## src/rtl/clock_input_conditioner_pkg.sv

```systemverilog
// Shared types and default timing constants for the clock UI front end.
// Defaults assume a 50 MHz board clock.
package clock_ui_pkg;

  typedef enum logic [1:0] {
    IDLE    = 2'b00,
    PRESSED = 2'b01,
    REPEAT  = 2'b10
  } inc_state_e;

  localparam int unsigned DEF_TICK_DIV      = 32'd50000000;
  localparam int unsigned DEF_DB_CYCLES     = 32'd1000000;
  localparam int unsigned DEF_HOLD_CYCLES   = 32'd25000000;
  localparam int unsigned DEF_REPEAT_CYCLES = 32'd10000000;

endpackage

```

## src/rtl/clock_input_conditioner_if.sv

```systemverilog
// Board-side raw inputs and conditioned outputs of the clock input conditioner.
// master drives the raw buttons/switch; slave is the conditioner itself.
interface clock_input_conditioner_if;

  logic set_raw;
  logic inc_raw;
  logic cen_raw;
  logic set_pulse;
  logic inc_pulse;
  logic cen_level;
  logic tick_1hz;
  logic blink;

  modport master (
    output set_raw, inc_raw, cen_raw,
    input  set_pulse, inc_pulse, cen_level, tick_1hz, blink
  );

  modport slave (
    input  set_raw, inc_raw, cen_raw,
    output set_pulse, inc_pulse, cen_level, tick_1hz, blink
  );

endinterface

```

## src/rtl/clock_input_conditioner_sync_debounce.sv

```systemverilog
// Two-flop synchroniser followed by a stability counter; deb follows sync only
// after DB_CYCLES consecutive samples that differ from the current level.
module sync_debounce
  import clock_ui_pkg::*;
#(
  parameter int unsigned DB_CYCLES = DEF_DB_CYCLES
) (
  input  logic clk,
  input  logic rst,
  input  logic raw,
  output logic deb
);

  localparam int unsigned CW = $clog2(DB_CYCLES);
  localparam logic [CW-1:0] CNT_LAST = CW'(DB_CYCLES - 32'd1);

  logic          sync1_q, sync1_d;
  logic          sync2_q, sync2_d;
  logic          deb_q, deb_d;
  logic [CW-1:0] cnt_q, cnt_d;

  always_comb begin
    sync1_d = raw;
    sync2_d = sync1_q;
    deb_d   = deb_q;
    cnt_d   = '0;
    if (sync2_q != deb_q) begin
      if (cnt_q == CNT_LAST) begin
        deb_d = sync2_q;
        cnt_d = '0;
      end else begin
        cnt_d = cnt_q + CW'(1);
      end
    end else begin
      cnt_d = '0;
    end
  end

  always_ff @(posedge clk or posedge rst) begin
    if (rst) begin
      sync1_q <= 1'b0;
      sync2_q <= 1'b0;
      deb_q   <= 1'b0;
      cnt_q   <= '0;
    end else begin
      sync1_q <= sync1_d;
      sync2_q <= sync2_d;
      deb_q   <= deb_d;
      cnt_q   <= cnt_d;
    end
  end

  assign deb = deb_q;

endmodule

```

## src/rtl/clock_input_conditioner.sv

```systemverilog
// Conditions raw set/inc/cen inputs into clean pulses/levels, adds inc
// auto-repeat, and generates the seconds tick and display blink level.
module clock_input_conditioner
  import clock_ui_pkg::*;
#(
  parameter int unsigned TICK_DIV      = DEF_TICK_DIV,
  parameter int unsigned DB_CYCLES     = DEF_DB_CYCLES,
  parameter int unsigned HOLD_CYCLES   = DEF_HOLD_CYCLES,
  parameter int unsigned REPEAT_CYCLES = DEF_REPEAT_CYCLES
) (
  input  logic                       clk,
  input  logic                       rst,
  clock_input_conditioner_if.slave   io
);

  localparam int unsigned PW  = $clog2(TICK_DIV);
  localparam int unsigned HW  = $clog2(HOLD_CYCLES);
  localparam int unsigned RPW = $clog2(REPEAT_CYCLES);
  localparam int unsigned RW  = (HW > RPW) ? HW : RPW;

  localparam logic [PW-1:0] TICK_LAST   = PW'(TICK_DIV - 32'd1);
  localparam logic [PW-1:0] TICK_HALF   = PW'(TICK_DIV / 32'd2 - 32'd1);
  localparam logic [RW-1:0] HOLD_LAST   = RW'(HOLD_CYCLES - 32'd1);
  localparam logic [RW-1:0] REPEAT_LAST = RW'(REPEAT_CYCLES - 32'd1);

  logic deb_set, deb_inc, deb_cen;
  logic set_rise, inc_rise;

  logic          set_prev_q, set_prev_d;
  logic          inc_prev_q, inc_prev_d;
  logic          set_pulse_q, set_pulse_d;
  logic          inc_pulse_q, inc_pulse_d;
  inc_state_e    inc_state_q, inc_state_d;
  logic [RW-1:0] rcnt_q, rcnt_d;
  logic [PW-1:0] pcnt_q, pcnt_d;
  logic          tick_q, tick_d;
  logic          blink_q, blink_d;

  sync_debounce #(.DB_CYCLES(DB_CYCLES)) u_db_set (
    .clk(clk), .rst(rst), .raw(io.set_raw), .deb(deb_set)
  );
  sync_debounce #(.DB_CYCLES(DB_CYCLES)) u_db_inc (
    .clk(clk), .rst(rst), .raw(io.inc_raw), .deb(deb_inc)
  );
  sync_debounce #(.DB_CYCLES(DB_CYCLES)) u_db_cen (
    .clk(clk), .rst(rst), .raw(io.cen_raw), .deb(deb_cen)
  );

  assign set_rise = deb_set & ~set_prev_q;
  assign inc_rise = deb_inc & ~inc_prev_q;

  // Release wins over a repeat pulse that would fall on the same cycle.
  always_comb begin
    set_prev_d  = deb_set;
    inc_prev_d  = deb_inc;
    set_pulse_d = set_rise;
    inc_pulse_d = 1'b0;
    inc_state_d = inc_state_q;
    rcnt_d      = rcnt_q;
    case (inc_state_q)
      IDLE: begin
        rcnt_d = '0;
        if (inc_rise) begin
          inc_pulse_d = 1'b1;
          inc_state_d = PRESSED;
        end else begin
          inc_state_d = IDLE;
        end
      end
      PRESSED: begin
        if (!deb_inc) begin
          inc_state_d = IDLE;
          rcnt_d      = '0;
        end else if (rcnt_q == HOLD_LAST) begin
          inc_pulse_d = 1'b1;
          inc_state_d = REPEAT;
          rcnt_d      = '0;
        end else begin
          rcnt_d = rcnt_q + RW'(1);
        end
      end
      REPEAT: begin
        if (!deb_inc) begin
          inc_state_d = IDLE;
          rcnt_d      = '0;
        end else if (rcnt_q == REPEAT_LAST) begin
          inc_pulse_d = 1'b1;
          rcnt_d      = '0;
        end else begin
          rcnt_d = rcnt_q + RW'(1);
        end
      end
      default: begin
        inc_state_d = IDLE;
        rcnt_d      = '0;
      end
    endcase
  end

  always_comb begin
    tick_d  = 1'b0;
    blink_d = blink_q;
    if (pcnt_q == TICK_LAST) begin
      pcnt_d  = '0;
      tick_d  = 1'b1;
      blink_d = ~blink_q;
    end else if (pcnt_q == TICK_HALF) begin
      pcnt_d  = pcnt_q + PW'(1);
      blink_d = ~blink_q;
    end else begin
      pcnt_d = pcnt_q + PW'(1);
    end
  end

  always_ff @(posedge clk or posedge rst) begin
    if (rst) begin
      set_prev_q  <= 1'b0;
      inc_prev_q  <= 1'b0;
      set_pulse_q <= 1'b0;
      inc_pulse_q <= 1'b0;
      inc_state_q <= IDLE;
      rcnt_q      <= '0;
      pcnt_q      <= '0;
      tick_q      <= 1'b0;
      blink_q     <= 1'b0;
    end else begin
      set_prev_q  <= set_prev_d;
      inc_prev_q  <= inc_prev_d;
      set_pulse_q <= set_pulse_d;
      inc_pulse_q <= inc_pulse_d;
      inc_state_q <= inc_state_d;
      rcnt_q      <= rcnt_d;
      pcnt_q      <= pcnt_d;
      tick_q      <= tick_d;
      blink_q     <= blink_d;
    end
  end

  assign io.set_pulse = set_pulse_q;
  assign io.inc_pulse = inc_pulse_q;
  assign io.cen_level = deb_cen;
  assign io.tick_1hz  = tick_q;
  assign io.blink     = blink_q;

endmodule

```

## src/flat_wrapper.sv

```systemverilog
// flat-port wrapper written by rule: the top's interface ports become plain ports
module clock_input_conditioner_flat import clock_ui_pkg::*;
#(
  parameter int unsigned TICK_DIV      = DEF_TICK_DIV,
  parameter int unsigned DB_CYCLES     = DEF_DB_CYCLES,
  parameter int unsigned HOLD_CYCLES   = DEF_HOLD_CYCLES,
  parameter int unsigned REPEAT_CYCLES = DEF_REPEAT_CYCLES
)
  (clk, rst, io_set_raw, io_inc_raw, io_cen_raw, io_set_pulse, io_inc_pulse, io_cen_level, io_tick_1hz, io_blink);
  clock_input_conditioner_if io_i ();
  input  logic clk;
  input  logic rst;
  input wire logic [$bits(io_i.set_raw)-1:0] io_set_raw;
  input wire logic [$bits(io_i.inc_raw)-1:0] io_inc_raw;
  input wire logic [$bits(io_i.cen_raw)-1:0] io_cen_raw;
  output wire logic [$bits(io_i.set_pulse)-1:0] io_set_pulse;
  output wire logic [$bits(io_i.inc_pulse)-1:0] io_inc_pulse;
  output wire logic [$bits(io_i.cen_level)-1:0] io_cen_level;
  output wire logic [$bits(io_i.tick_1hz)-1:0] io_tick_1hz;
  output wire logic [$bits(io_i.blink)-1:0] io_blink;
  assign io_i.set_raw = io_set_raw;
  assign io_i.inc_raw = io_inc_raw;
  assign io_i.cen_raw = io_cen_raw;
  assign io_set_pulse = io_i.set_pulse;
  assign io_inc_pulse = io_i.inc_pulse;
  assign io_cen_level = io_i.cen_level;
  assign io_tick_1hz = io_i.tick_1hz;
  assign io_blink = io_i.blink;
  clock_input_conditioner #(.TICK_DIV(TICK_DIV), .DB_CYCLES(DB_CYCLES), .HOLD_CYCLES(HOLD_CYCLES), .REPEAT_CYCLES(REPEAT_CYCLES)) u_core (.clk(clk), .rst(rst), .io(io_i));
endmodule
```

## config.mk

```make
export PLATFORM = sky130hd
export DESIGN_NAME = clock_input_conditioner_flat
export DESIGN_NICKNAME = d
export VERILOG_FILES = /design/src/rtl/clock_input_conditioner_pkg.sv /design/src/rtl/clock_input_conditioner_if.sv /design/src/rtl/clock_input_conditioner_sync_debounce.sv /design/src/rtl/clock_input_conditioner.sv /design/src/flat_wrapper.sv
export SDC_FILE = /design/constraint.sdc
export NUM_CORES = 1
export LEC_CHECK = 0
export CAP_MARGIN = 25
export CORE_MARGIN = 10
export CORE_UTILIZATION = 50
export DETAILED_ROUTE_END_ITERATION = 7
export DONT_BUFFER_PORTS = 1
export GPL_ROUTABILITY_DRIVEN = 1
export HOLD_SLACK_MARGIN = 0.08
export PLACE_DENSITY = 0.62
export SLEW_MARGIN = 20
export SYNTH_ARGS = -nofsm -noshare
export SYNTH_HDL_FRONTEND = slang
export SYNTH_HIERARCHICAL = 1
export SYNTH_SLANG_ARGS = --single-unit
```

## constraint.sdc

```tcl
create_clock -name clk -period 2.65 [get_ports clk]
set_input_delay 0.795 -clock clk [delete_from_list [all_inputs] [get_ports clk]]
set_output_delay 0.795 -clock clk [all_outputs]
set_load 0.02 [all_outputs]
```

* Word-level counts from Yosys, hierarchy flattened *
Index checks and enable logic that the tools add are counted.

storage, ports and cells
  bits in registers = 128

operators by class
  bitwise logic cells = 5
  multiplexer cells = 26
  equality and inequality tests = 14
  add/subtract/negate cells = 5
  reduce and logical (&&, ||, !) cells = 6

operator list
  cell                   number
  $mux 20                6
  $mux 25                4
  $add 20x1->20 const B  3
  $eq 20x20->1 const B   3
  $pmux 25 s2            1
  $add 26x1->26 const B  1
  $eq 26x25->1 const B   1
  $eq 26x26->1 const B   1
  $mux 26                1
  $add 25x1->25 const B  1
  $eq 25x24->1 const B   1
  $eq 25x25->1 const B   1
  $mux 1                 9
  $reduce_and 2->1       4
  $mux 2                 3
  $pmux 2 s3             1
  $ne 1x1->1             3
  $ne 3x2->1 const B     1
  $not 1->1              3
  $pmux 1 s3             1
  $and 1x1->1            2
  $eq 2x1->1 const B     1
  $eq 2x2->1 const B     1
  $logic_not 2->1        1
  2 further kinds        2

* Logic depth before layout (Yosys ltp) *
Gate-level depths: netlist of the first run.

  depth after elaboration = 4
  mapped depth = 7
  mapped depth without buffers = 6

* Modules after synthesis *
The synthesis of the first run kept the hierarchy.

modules (own cells, without submodules)
  module                   cells an instance  seq. area each (µm²)  times used  area an instance (µm²)
  sync_debounce            107                575.6                 3           1118.6
  clock_input_conditioner  320                1476.4                1           3184.3

* Worst setup path after synthesis of the first run *
No wires, ideal clock.

  path type = register to register
  start = register u_core.pcnt_q[10]
  end = register u_core.pcnt_q[22]
  path slack = 608 ps
  arrival = 1908 ps
  stages on the path, launching flop included = 6
  path buffers = 1
  period minus slack after synthesis = 2042 ps
  setup time = 134 ps
  data required time = 2516 ps
  cells stage by stage = dfrtp_1 or4_1 or4_4 nor3_4 buf_6 a21oi_1

between the ends
  longest elaborated chain between the ends = 2

RTL lines
  item                                           RTL line                                                                                        text
  start, declared                                clock_input_conditioner.sv:35                                                                   logic [PW-1:0] pcnt_q, pcnt_d;
  start signal, assigned                         clock_input_conditioner.sv:133                                                                  pcnt_q <= pcnt_d;
  $add 26x1->26 or $eq 26x26->1 (tied branches)  clock_input_conditioner.sv:108, clock_input_conditioner.sv:111, clock_input_conditioner.sv:103
  $mux 26 *                                      clock_input_conditioner.sv:103                                                                  if (pcnt_q == TICK_LAST) begin
  via u_core.pcnt_d[22]                          clock_input_conditioner.sv:35

The timed path passes the listed nets; every way through them passes the cells marked *.
A chain may end at the register's enable or synchronous reset.

* Final worst setup path of the first run *
  start = register u_core.pcnt_q[9]
  end = register u_core.pcnt_q[5]

between the ends
  longest elaborated chain between the ends = 2

RTL lines
  item                  RTL line
  $eq 26x26->1          clock_input_conditioner.sv:103
  $mux 26               clock_input_conditioner.sv:103
  via u_core.pcnt_d[5]  clock_input_conditioner.sv:35

The timed path passes the listed nets, and every way through them passes these cells.

==> impl_metrics.py, run 1 <==
metrics = {
    "power_and_ir_drop": {
        "p_seq_share_pct": 46.0,
        "peakVddDrop_mv": 0.465,
        "p_sw_mw": 0.910,
        "internal-power_mw": 3.41,
        "power_leakage_nw": 2.93,
        "p_clk_share_pct": 52.0,
        "switching_share_pct": 21.1,
        "p_per_area_nw_per_um2": 591,
        "combPwrFrac_pct": 2.0,
    },
    "clock_network": {
        "clock-root-buffer": "clkbuf_16",
        "cts.path.max_buffers": 2,
        "post_cts.repair.setup_buffers": 0,
        "cts_resized": 0,
        "cts_hold_buffers": 0,
        "clk_pin_slew_ps": 50,
        "htreeDepth": 4,
        "clock-sinks": 128,
        "clk-insertion-delay-late_ps": 420,
        "numCtsBuffers": 17,
        "cts_tree": "built",
    },
    "synth": {
        "synth.cell_area_sq_um": 6540,
        "postSynthCellCount": 641,
        "synth_ff_type": "dfrtp_1",
        "seq_area_frac_synth_pct": 49.0,
        "synth-async-reset-ratio_pct": 100,
        "synth_seq_cells": 128,
        "yosysWarningCount": 6,
        "synthDistinctLibCells": 48,
        "syn_avg_cell_area_sq_um": 10.2,
        "synth_fp_nets": 655,
        "synth-edff-count": 0,
    },
    "place": {
        "port_buffers": 0,
        "gp_congestion": 0.865,
        "dp_hpwl_microns": 8960,
        "dp.cells": 802,
        "dpl_cell_area_sq_um": 6740,
        "pre_cts_slack_ps": 322,
    },
    "timing": {
        "drv_slew": 0,
        "fin_tns_setup_ps": 0,
        "finalCritPeriodShare_pct": 87.0,
        "fin_skew_ps": 9.75,
        "setup_viol": 0,
        "rsz0062_at_grt": "no",
        "worst_slew_pin_slew_ps": 866,
        "fmax_ghz": 0.434,
        "worst_slack_ps": 344,
        "relSlewSlack_pct": 42.2,
        "min_period_ps": 2310,
        "hold_viol": 0,
    },
    "worst_setup_path": {
        "start_kind": "register",
        "required_ps": 2930,
        "criticalPathCategory": "register to register",
        "end_kind": "register",
        "arrival_ps": 2590,
        "worst-path-max-fanout": 12,
    },
    "routing": {
        "drtIter0Drc": 301,
        "ant_nets": 0,
        "vias": 4954,
        "drt-pass1-iter-count": 5,
        "drcViolationCount": 0,
        "vias_per_cell": 5.95,
        "wl_microns": 13300,
        "wl_per_cell_microns": 15.9,
    },
    "floorplanning": {
        "die_h_microns": 134,
        "start_util_pct": 51.4,
        "core-area_sq_um": 12700,
        "io_pins": 10,
        "die_area_sq_um": 18100,
        "die_x_microns": 134,
        "rows": 41,
    },
    "grt": {
        "grt_max_degree": 44,
        "grt_pass1_wl_microns": 23400,
        "grt_pass1_vias": 4870,
        "gr-usage-all-layers_pct": 15.6,
        "grt_antenna_before_repair": 0,
        "overflow": 0,
    },
    "run": {
        "maxCapViolations": 0,
    },
    "cells_and_area": {
        "final_cell_mix": "128 x dfrtp_1, 55 x nor2_1, 44 x nand2_1, 40 x nand3_1, 37 x xor2_1",
        "num_antenna_cells": 0,
        "final_common_cell": "dfrtp_1",
        "fin_area_sq_um": 7310,
        "drive_above_1_share_pct": 8.77,
        "stdcell_count": 833,
        "syn2layout_area_growth_pct": 11.8,
        "fin_nets": 663,
    },
    "outcome": {
        "outcome": "complete, no violations",
    },
    "hold_path": {
        "hold_path_class": "primary input to asynchronous set/reset pin",
    },
}
## cell type report
cell class / instances / area (sq um)
fillers: 1145 / 5410
inverters: 12 / 45.0
repair buffers: 9 / 80.1
flip-flops and latches: 128 / 3200
clock buffers: 19 / 453
well taps: 172 / 215
clock inverters: 12 / 118
multi-input cells: 481 / 3200
## registers in the layout (all words and copies together) (netlist names), 2 cells and up
| name | flops |
|---|---|
| u_core/inc_state_q | 2 |
| u_core/pcnt_q | 26 |
| u_core/rcnt_q | 25 |
| u_core/u_db_cen/cnt_q | 20 |
| u_core/u_db_inc/cnt_q | 20 |
| u_core/u_db_set/cnt_q | 20 |
## through the flow
stage                     hold WS (ps)  total power [mW]  utilization (%)
final                              236              4.32             57.5
after global routing               246              4.48             57.5
after CTS                          234              4.38             57.5
after detailed placement           340              2.11             53.0
after global placement             340              2.11             53.0
after floorplan                    331              2.08                -
## path summary, 6_finish.rpt
path / startpoint / to / slack [ps] / cells after the start
setup / recovery: u_core/pcnt_q[9] / u_core/pcnt_q[5] / 340 / 4
hold / removal: rst / u_core/io.set_pulse / 240 / 1
setup reg to reg: u_core/pcnt_q[9] / u_core/pcnt_q[5] / 340 / 4
hold reg to reg: u_core/u_db_set/sync1_q / u_core/u_db_set/sync2_q / 350 / 0
max in group asynchronous: rst / u_core/u_db_set/cnt_q[18] / 1670 / 1
min in group clk: u_core/u_db_set/sync1_q / u_core/u_db_set/sync2_q / 350 / 0
## power by group through the flow
stage | clock [mW] | combinational (mW) | sequential [mW]
global route | 2.39 | 0.102 | 1.99
CTS | 2.30 | 0.0918 | 1.99
finish | 2.25 | 0.0863 | 1.99
floorplan | 0 | 0.0623 | 2.02
detailed placement | 0 | 0.0918 | 2.02
global placement | 0 | 0.0891 | 2.02
## kinds of logic after synthesis
kind of cell,count (synthesis),share of synthesized area (%)
AOI/OAI and AO/OA,97,10.0
adders and majority gates,9,1.72
buffers and inverters,32,2.16
muxes,7,1.13
and+or+nand+nor,301,27.0
xor gates and xnor gates,67,8.97
DFF,128,49.0
## metal layers
layer / global-route usage [%] / routed length, microns / vias to the layer above
li1: - / - / 2395
met1: 19.9 / 6130 / 2462
met2: 24.4 / 6480 / 84
met3: 4.44 / 497 / 13
met4: 5.86 / 159 / 0
met5: 0 / 0 / -
## critical path: stages (launching register included)
cell     delay (ps)
dfrtp_1         450
or4_1           550
or4_4           580
nor3_4          470
nor2_1          120
## cell usage after synthesis, drive strengths merged, types with 16 or more instances
| master | count | area [sq um] |
|---|---|---|
| a21oi | 36 | 180 |
| and3 | 19 | 119 |
| and4 | 17 | 149 |
| dfrtp | 128 | 3200 |
| nand2 | 44 | 165 |
| nand3 | 43 | 253 |
| nand4 | 21 | 131 |
| nor2 | 55 | 206 |
| o21ai | 22 | 110 |
| o31ai | 16 | 125 |
| or3 | 24 | 150 |
| or4 | 20 | 154 |
| xnor2 | 30 | 263 |
| xor2 | 37 | 324 |
Note: power is estimated with default switching activity, not from simulation.
==> run 2: changes to the inputs <==
==> constraint.sdc (replaced) <==
create_clock -name clk -period 2.2 [get_ports clk]
set_input_delay 0.66 -clock clk [delete_from_list [all_inputs] [get_ports clk]]
set_output_delay 0.66 -clock clk [all_outputs]
set_load 0.02 [all_outputs]
==> run 2 against run 1 <==
Against the previous run: register-to-register slack worse by 220 ps; maximum frequency up 11%; worst hold slack worse by 57 ps; combinational power up 38%; setup slack worse by 220 ps; clock-buffer cell count unchanged; sequential power up 20%; highest routed layer unchanged.
==> impl_metrics.py, run 2 (synthesis results as in run 1) <==
metrics = {
    "outcome": {
        "outcome": "complete, no violations",
    },
    "routing": {
        "vias": 4992,
        "wl_microns": 13600,
        "drcViolationCount": 0,
        "drt-pass1-iter-count": 5,
        "vias_per_cell": 5.86,
        "wl_per_cell_microns": 16.0,
        "ant_nets": 0,
        "route.top_layer_used": "met4",
        "met2_length_microns": 6690,
        "met1Wirelength_microns": 6310,
        "drtIter0Drc": 344,
        "wl_met3_microns": 409,
    },
    "timing": {
        "worst_slack_ps": 128,
        "finalCritPeriodShare_pct": 94.2,
        "fin_hold_ws_ps": 179,
        "setup_viol": 0,
        "hold_viol": 0,
        "relSlewSlack_pct": 62.7,
        "worst_slew_pin_slew_ps": 559,
        "fin_tns_setup_ps": 0,
        "fmax_ghz": 0.483,
        "min_period_ps": 2070,
        "rsz0062_at_grt": "no",
        "fin_skew_ps": 5.33,
        "drv_slew": 0,
    },
    "floorplanning": {
        "die_x_microns": 134,
        "core-area_sq_um": 12700,
        "die_area_sq_um": 18100,
        "io_pins": 10,
        "rows": 41,
        "start_util_pct": 51.4,
        "die_h_microns": 134,
    },
    "cells_and_area": {
        "fin_nets": 681,
        "top_regs": "u_core/pcnt_q (26), u_core/rcnt_q (25)",
        "num_antenna_cells": 0,
        "drive_above_1_share_pct": 11.0,
        "stdcell_count": 852,
        "largest_reg_flops": 26,
        "syn2layout_area_growth_pct": 15.1,
        "top_register": "u_core/pcnt_q",
        "final_common_cell": "dfrtp_1",
        "final_cell_mix": "128 x dfrtp_1, 55 x nor2_1, 44 x nand2_1, 40 x nand3_1, 37 x xor2_1",
    },
    "clock_network": {
        "numCtsBuffers": 17,
        "cts_tree": "built",
        "clk-insertion-delay-late_ps": 410,
        "post_cts.repair.setup_buffers": 0,
        "clock-root-buffer": "clkbuf_16",
        "cts.path.max_buffers": 2,
        "clock-sinks": 128,
        "clk_pin_slew_ps": 60,
        "htreeDepth": 4,
    },
    "power_and_ir_drop": {
        "p_per_area_nw_per_um2": 727,
        "peakVddDrop_mv": 0.556,
        "total_power_mw": 5.47,
        "power_leakage_nw": 3.05,
    },
    "place": {
        "dp_hpwl_microns": 9320,
        "dp.cells": 819,
        "port_buffers": 0,
        "pre_cts_slack_ps": 151,
        "gp_congestion": 0.870,
    },
    "worst_setup_path": {
        "worst-path-max-fanout": 12,
        "start_kind": "register",
        "rr_endpoint": "u_core/pcnt_q[22]",
        "path_cells": "or4_1, or4_4, nor3_4, buf_12, a21oi_1",
        "arrival_ps": 2350,
        "r2r_start": "u_core/pcnt_q[10]",
        "criticalPathCategory": "register to register",
        "crit_slowest_cell": "or4_4",
        "end_kind": "register",
        "reg2reg_slack_ps": 130,
        "cp_slowest_stage_delay_ps": 590,
        "required_ps": 2480,
        "reg2regPathDepth": 5,
    },
    "hold_path": {
        "hold_path_class": "primary input to asynchronous set/reset pin",
    },
    "grt": {
        "grt_pass1_wl_microns": 23900,
        "grt_antenna_before_repair": 0,
        "overflow": 0,
        "grt_max_degree": 25,
        "gr-usage-all-layers_pct": 15.9,
        "grt_pass1_vias": 5071,
    },
    "run": {
        "maxCapViolations": 0,
    },
}
## run 2: changes by cell type in the layout (fill, tap and decap cells not counted), sizes merged
cell / delta
bufinv: +2
dlygate4sd3: +1
buf: +17
inv: +3
clkinv: -4
## run 2: area by class of cell
cell class,count,area (sq um)
clock buffer,19,443
clock inverter,13,184
fill,1125,5190
inverter,12,45.0
multi-input combinational,481,3200
sequential,128,3200
tap,172,215
timing repair buffer,27,243
## run 2: what timing repair did
item	4_1_cts	5_1_grt
endpoints found under the hold margin	1	0
gates resized for setup	0	0
hold buffers	1	0
## run 2: how the worst max path moves through the flow
| stage | endpoint | from | slack [ps] |
|---|---|---|---|
| 2_1_floorplan | u_core/inc_prev_q | rst | 80 |
| 3_3_place_gp | u_core/pcnt_q[22] | u_core/pcnt_q[10] | 170 |
| 3_5_place_dp | u_core/pcnt_q[22] | u_core/pcnt_q[10] | 150 |
| 4_1_cts | u_core/pcnt_q[21] | u_core/pcnt_q[10] | 130 |
| 5_1_grt | u_core/rcnt_q[22] | u_core/rcnt_q[0] | 20 |
| 6_report | u_core/pcnt_q[22] | u_core/pcnt_q[10] | 130 |
## run 2: power breakdown
part / switching [mW] / total (mW) / internal [mW]
combinational: 0.0805 / 0.119 / 0.0386
clock: 1.03 / 2.96 / 1.93
sequential: 0.0157 / 2.39 / 2.37
## run 2: critical path: cells and delay by family, from the launching register on
family | cells | cell delay [ps]
flops | 1 | 370
buf+inv | 1 | 150
compound gates | 1 | 40
simple gates | 3 | 1370
## run 2: layer usage
layer | global-route usage, % | up-vias
met2 | 26.3 | 71
met5 | 0 | -
met1 | 19.7 | 2488
li1 | - | 2420
met3 | 4.00 | 13
met4 | 5.80 | 0
## run 2: per-stage QoR
| step | instance area [sq um] | utilization (%) |
|---|---|---|
| 2_1_floorplan | 6540 | - |
| 3_3_place_gp | 6890 | 54.2 |
| 3_5_place_dp | 6890 | 54.2 |
| 4_1_cts | 7530 | 59.2 |
| 5_1_grt | 7530 | 59.2 |
| 6_report | 7530 | 59.2 |
